### src/rtl/dfd_time_tick_gen.sv
// -----------------------------------------------------------------------------
// dfd_time_tick_gen
//   Produces the time-tick increment strobe and the cross-trigger resync pulse
//   for the DFD timestamp stage.
//
//   Tick source: a fractional accumulator (INC/MOD ticks per clock) or an
//   external reference tick, which is synchronized and rising-edge detected.
//   Cross-trigger: synchronized, rising-edge detected, stretched to STRETCH
//   cycles and followed by a programmable holdoff.
//
//   Optional feature macro: DFD_TIME_TICK_GEN_STATS_EN
//     defined   -> saturating 32-bit tick counter on o_tick_count
//     undefined -> o_tick_count tied to zero, no counter flops
// -----------------------------------------------------------------------------
module dfd_time_tick_gen #(
    parameter int ACC_W    = 16,
    parameter int STRETCH  = 2,
    parameter int HOLD_W   = 16,
    parameter int SYNC_STG = 2
) (
    input  logic              i_clk,
    input  logic              i_reset,
    input  logic              i_enable,
    input  logic              i_ext_sel,
    input  logic [ACC_W-1:0]  i_inc,
    input  logic [ACC_W-1:0]  i_mod,
    input  logic              i_ext_tick,
    input  logic              i_trig_in,
    input  logic [HOLD_W-1:0] i_trig_holdoff,
    input  logic              i_stats_clr,
    output logic              o_time_tick,
    output logic              o_xtrigger,
    output logic              o_cfg_err,
    output logic [31:0]       o_tick_count
);

    // Stretch counter only has to hold STRETCH-1.
    localparam int SW = (STRETCH > 1) ? $clog2(STRETCH) : 1;

    typedef enum logic [1:0] {
        IDLE    = 2'd0,
        RUN_INT = 2'd1,
        RUN_EXT = 2'd2
    } tick_state_e;

    typedef enum logic [1:0] {
        T_IDLE   = 2'd0,
        T_ACTIVE = 2'd1,
        T_HOLD   = 2'd2
    } trig_state_e;

    // -------------------------------------------------------------------------
    // Synchronizers and edge detectors
    //   Bits [SYNC_STG-1:0] are the synchronizer proper; bit [SYNC_STG] holds
    //   the previous synchronized value for the rising-edge compare. The edge
    //   pulse is registered, giving SYNC_STG+2 cycles from the async edge to
    //   the registered output that reacts to it.
    // -------------------------------------------------------------------------
    logic [SYNC_STG:0] ext_sync_q;
    logic [SYNC_STG:0] trig_sync_q;
    logic              ext_edge_q;
    logic              trig_edge_q;

    // Shift both async inputs through their synchronizers every cycle, in every state.
    always_ff @(posedge i_clk) begin
        // NOTE: synchronous reset lives inside the clocked block and every
        // sequential assignment is non-blocking, so all flops update together.
        if (i_reset) begin
            ext_sync_q  <= '0;
            trig_sync_q <= '0;
            ext_edge_q  <= 1'b0;
            trig_edge_q <= 1'b0;
        end else begin
            ext_sync_q  <= {ext_sync_q[SYNC_STG-1:0], i_ext_tick};
            trig_sync_q <= {trig_sync_q[SYNC_STG-1:0], i_trig_in};
            ext_edge_q  <= ext_sync_q[SYNC_STG-1] & ~ext_sync_q[SYNC_STG];
            trig_edge_q <= trig_sync_q[SYNC_STG-1] & ~trig_sync_q[SYNC_STG];
        end
    end

    // -------------------------------------------------------------------------
    // Fractional accumulator datapath
    //   The sum is one bit wider than the accumulator so acc+inc never wraps.
    //   With inc <= mod (guaranteed whenever the FSM uses acc_d), sum-mod is
    //   bounded by acc and always fits back into ACC_W bits.
    // -------------------------------------------------------------------------
    logic [ACC_W-1:0] acc_q;
    logic [ACC_W-1:0] acc_d;
    logic [ACC_W:0]   sum;
    logic             wrap;
    logic             cfg_err;

    // Next accumulator value and wrap (tick) decision for the current cycle.
    always_comb begin
        // NOTE: every output of this block gets a value on every path, so no
        // latch can be inferred.
        cfg_err = (i_mod == '0) || (i_inc > i_mod);
        sum     = {1'b0, acc_q} + {1'b0, i_inc};
        wrap    = (sum >= {1'b0, i_mod});
        acc_d   = wrap ? ACC_W'(sum - {1'b0, i_mod}) : ACC_W'(sum);
    end

    // -------------------------------------------------------------------------
    // Tick FSM
    //   Every mode change passes through IDLE, which clears the accumulator,
    //   so each run starts from a full period. Leaving a run state takes
    //   priority over a tick in the same cycle.
    // -------------------------------------------------------------------------
    tick_state_e tick_state_q;
    logic        time_tick_q;
    logic        cfg_err_q;

    // Tick mode control, accumulator and registered tick / config-error outputs.
    always_ff @(posedge i_clk) begin
        if (i_reset) begin
            tick_state_q <= IDLE;
            acc_q        <= '0;
            time_tick_q  <= 1'b0;
            cfg_err_q    <= 1'b0;
        end else begin
            cfg_err_q   <= cfg_err & i_enable & ~i_ext_sel;
            time_tick_q <= 1'b0;
            case (tick_state_q)
                IDLE: begin
                    acc_q <= '0;
                    if (i_enable && !i_ext_sel && !cfg_err) begin
                        tick_state_q <= RUN_INT;
                    end else if (i_enable && i_ext_sel) begin
                        tick_state_q <= RUN_EXT;
                    end
                end
                RUN_INT: begin
                    if (!i_enable || i_ext_sel || cfg_err) begin
                        tick_state_q <= IDLE;
                        acc_q        <= '0;
                    end else begin
                        acc_q       <= acc_d;
                        time_tick_q <= wrap;
                    end
                end
                RUN_EXT: begin
                    if (!i_enable || !i_ext_sel) begin
                        tick_state_q <= IDLE;
                        acc_q        <= '0;
                    end else begin
                        time_tick_q <= ext_edge_q;
                    end
                end
                default: begin
                    tick_state_q <= IDLE;
                    acc_q        <= '0;
                end
            endcase
        end
    end

    assign o_time_tick = time_tick_q;
    assign o_cfg_err   = cfg_err_q;

    // -------------------------------------------------------------------------
    // Cross-trigger FSM
    //   Runs regardless of i_enable. Edges arriving while the pulse is active
    //   or during holdoff are dropped. The holdoff value is captured when the
    //   pulse ends; T_HOLD lasts holdoff+1 cycles before T_IDLE accepts again.
    // -------------------------------------------------------------------------
    trig_state_e       trig_state_q;
    logic              xtrigger_q;
    logic [SW-1:0]     stretch_q;
    logic [HOLD_W-1:0] hold_q;

    // Accept, stretch and hold off cross-trigger pulses.
    always_ff @(posedge i_clk) begin
        if (i_reset) begin
            trig_state_q <= T_IDLE;
            xtrigger_q   <= 1'b0;
            stretch_q    <= '0;
            hold_q       <= '0;
        end else begin
            case (trig_state_q)
                T_IDLE: begin
                    if (trig_edge_q) begin
                        trig_state_q <= T_ACTIVE;
                        xtrigger_q   <= 1'b1;
                        stretch_q    <= SW'(STRETCH - 1);
                    end
                end
                T_ACTIVE: begin
                    if (stretch_q == '0) begin
                        trig_state_q <= T_HOLD;
                        xtrigger_q   <= 1'b0;
                        hold_q       <= i_trig_holdoff;
                    end else begin
                        stretch_q <= stretch_q - SW'(1);
                    end
                end
                T_HOLD: begin
                    if (hold_q == '0) begin
                        trig_state_q <= T_IDLE;
                    end else begin
                        hold_q <= hold_q - HOLD_W'(1);
                    end
                end
                default: begin
                    trig_state_q <= T_IDLE;
                    xtrigger_q   <= 1'b0;
                end
            endcase
        end
    end

    assign o_xtrigger = xtrigger_q;

    // -------------------------------------------------------------------------
    // Tick statistics
    // -------------------------------------------------------------------------
`ifdef DFD_TIME_TICK_GEN_STATS_EN
    logic [31:0] tick_count_q;

    // Saturating count of emitted ticks; clear beats a same-cycle increment.
    always_ff @(posedge i_clk) begin
        if (i_reset || i_stats_clr) begin
            tick_count_q <= '0;
        end else if (time_tick_q && (tick_count_q != 32'hFFFF_FFFF)) begin
            tick_count_q <= tick_count_q + 32'd1;
        end
    end

    assign o_tick_count = tick_count_q;
`else
    logic unused_stats_clr;

    assign unused_stats_clr = i_stats_clr;
    assign o_tick_count     = 32'h0;
`endif

endmodule

### config.mk
export PLATFORM = sky130hd
export DESIGN_NAME = dfd_time_tick_gen
export DESIGN_NICKNAME = d
export VERILOG_FILES = /design/src/rtl/dfd_time_tick_gen.sv
export SDC_FILE = /design/constraint.sdc
export NUM_CORES = 1
export LEC_CHECK = 0
export BUFFER_PORTS_ARGS = -buffer_cell sky130_fd_sc_hd__buf_2
export CAP_MARGIN = 15
export CORE_MARGIN = 4
export CORE_UTILIZATION = 56
export DETAILED_ROUTE_END_ITERATION = 10
export PLACE_DENSITY = 0.81
export SYNTH_ARGS = -nofsm -noshare
export SYNTH_HDL_FRONTEND = slang
export SYNTH_SLANG_ARGS = --single-unit
### constraint.sdc
create_clock -name i_clk -period 6.03 [get_ports i_clk]
set_clock_uncertainty 0.05 [all_clocks]
set_input_delay 1.206 -clock i_clk [delete_from_list [all_inputs] [get_ports i_clk]]
set_output_delay 1.206 -clock i_clk [all_outputs]
set_load 0.01 [all_outputs]
==> metrics.txt <==
Setup TNS 0 ns; syn_area_per_cell approximately 8 sq um; Starting DRT DRC Count 284; Longest Clk Path Bufs 2; DRC viols 0; layout cell share with drive strength beyond 1 between 10% and 20%; Die Wd just under 100 um; register area ~960 sq um; Initial Utilization between 50% and 60%; Setup Fix Bufs, Post-CTS 0; core area a little under 8000 sq um; Die H approximately 96 um; ys flop type dfxtp_1; DRT Pass-1 Iters 5; r2r startpoint acc_q[0]; Root Buffer Master clkbuf_8; Area Overhead vs Synth 8.65%; status finished clean; sequential fraction of the synthesis area roughly 22%; power density over the cells around 180 nW/um^2; Mapped Cells 559; worst slew pin tran 1.07 ns; Post-synth EDFFs 0; post-route minimum period approximately 5.2 ns; area of the multi-input gates between 3000 and 4000 sq um; Worst Setup End Kind flop; post-synth cell types 67; htree depth 2; # diodes 0; routability cong. between 0.8 and 0.9; synth top area cells dfxtp_1 22%, ha_1 15%, buf_4 5.5%; Final Max Tran Viols 0; worst hold start ext_sync_q[2]; worst vdd ir 0.119 mV; post-synthesis cell area approximately 4400 sq um; Tcrit/Tclk final between 80% and 90%; Reg2Reg Depth 18; WHS 0.341 ns; Yosys warning count 0; relative slew slack 28.4%; ANT nets after route 0; crit start category primary input; Num Clock Sinks between 40 and 50; Worst Setup SP i_inc[0]; Max FO, Critical Path 9; CTS tree yes; Detailed Route WL roughly 10,000 um; initial antenna violation count 0; CP Class in -> reg; largest net degree at the start of global routing 33; Via density roughly 5.8; WL/cell about 14 um; post_cts resized 0; Site Rows 32; setup ws final between 0.8 and 0.9 ns; Worst Path Arrival around 5.4 ns; Area after DPL between 4000 and 5000 sq um; first-pass GRT wire length about 17,000 um; HPWL Detailed 8180 um; Inserted Clock Buffers 5; vias 4,141; Seq cells post-synth 48; final setup fails 0; Final Cell Area 4760 sq um; CTS clk-pin slew, worst paths 0.09 ns; global-route usage over all layers a little under a quarter; worst hold path type reg -> reg; worst slack, placed roughly 0.55 ns; count of hold-fix buffers inserted at cts 0; post-layout util 62.0%; Final #Nets 720; latest clock arrival within the worst-skew pair approximately 0.32 ns; die area 9310 sq um; WP data required between 6 and 7 ns; max-cap violation count 0; IO Pins 90; RSZ-0062 raised after global routing false; Worst Hold Depth 1; Hold Fails Final Rpt 0; total gr overflow 0; IO buf count between 50 and 60; vias in the first global route between 3,000 and 4,000; Synth top area share 21.9%; fillcell total between 600 and 700; Fmax achieved between 0.15 and 0.2 GHz; async set-or-reset flop fraction in the synthesized netlist 0%; cell accounting for the most synthesized area dfxtp_1; Pleak roughly 2.2 nW
path summary, 6_finish.rpt:
check	endpoint	slack, ns
worst max-delay path	acc_q[12]	0.81
worst max register to register	acc_q[12]	1.51
worst min-delay path	ext_edge_q	0.34
worst min register to register	ext_edge_q	0.34
cell usage in the layout, fill, tap and decap left out, types with 3 or more instances in the layout:
master    instances
nand2b_1          5
clkbuf_8          6
nor4_1            7
o21ai_0          33
o31a_1            4
o21a_1           11
nand2_1          52
a221o_1           4
mux2i_1          14
nor2_1           45
ha_1             52
a211oi_1         15
inv_1            32
a211o_1           3
xnor2_1          14
and4_1            4
o22ai_1           5
a21o_1            8
nor2b_1          15
a22oi_1           5
nor3_1           13
o32ai_1           3
and3_1            5
nand4_1           6
dfxtp_1          48
nand3_1           9
nand3b_1          3
and2_1            3
o21ai_1          19
a21oi_1          31
conb_1           32
buf_2            56
xor2_1            4
through the flow:
step,std cells,power [mW]
floorplan,590,0.540
global placement,705,0.580
detailed placement,705,0.590
CTS,713,0.842
global route,714,0.890
finish,714,0.840
final cells by class:
class / instances / area share [%]
timing repair buffer: 59 / 6.44
sequential: 48 / 20.2
inverter: 32 / 2.52
clock buffer: 6 / 1.73
multi-input combinational: 465 / 65.6
tap: 102 / 2.68
clock inverter: 2 / 0.814
Yosys cell counts (5+ instances only):
library cell and count:
a21o_1 8, nand4_1 6, dfxtp_1 48, buf_4 32
xnor2_1 14, nor3_1 13, nand3_1 9, ha_1 52
nand2_1 52, o21ai_0 33, nor2b_1 15, and3_1 5
nor4_1 7, clkbuf_1 9, o22ai_1 5, o21ai_1 19
a22oi_1 5, nor2_1 45, nand2b_1 5, inv_1 32
mux2i_1 14, a21oi_1 31, o21a_1 11, a211oi_1 15
routing by layer:
metal	part of all wire [%]	GRT usage [%]
met1	44	28.5
met2	49	40.1
met3	4.7	3.33
met4	2.3	7.83
met5	0	0
state kept, by name, summed over array words and instances (netlist names):
name          count
stretch_q         1
o_time_tick       1
o_xtrigger        1
trig_state_q      2
o_cfg_err         1
acc_q            16
ext_edge_q        1
ext_sync_q        3
hold_q           16
tick_state_q      2
trig_sync_q       3
trig_edge_q       1
logic make-up after synthesis:
group	share of synthesized area, %
AO/OA/AOI/OAI	25.2
XOR/XNOR	3.60
adder cells (fa/ha/maj)	15.8
buffers and inverters	9.42
flip-flops	21.9
multiplexers	3.20
other	0.0855
AND/OR/NAND/NOR	20.9
report_power, final:
part	total (mW)	switching (mW)	internal, mW
logic	0.257	0.148	0.109
registers	0.330	0.00551	0.324
clock network	0.254	0.118	0.136
total	0.840	0.271	0.569
critical path, cell delays in order:
cell       delay [ns]
buf_2            0.12
ha_1             0.23
inv_1            0.08
fa_1             0.21
nor2b_1          0.08
o2111ai_1        0.25
nand3_1          0.17
and2_1           0.23
a21boi_1         0.27
nor3_1           0.10
a311o_1          0.36
ha_1             0.36
o21ai_0          0.18
nor2_1           0.06
or3_1            0.32
nand3b_1         0.47
buf_4            0.35
mux2i_1          0.20
o21ai_1          0.08
No activity file was read; power rests on OpenSTA's default activity.
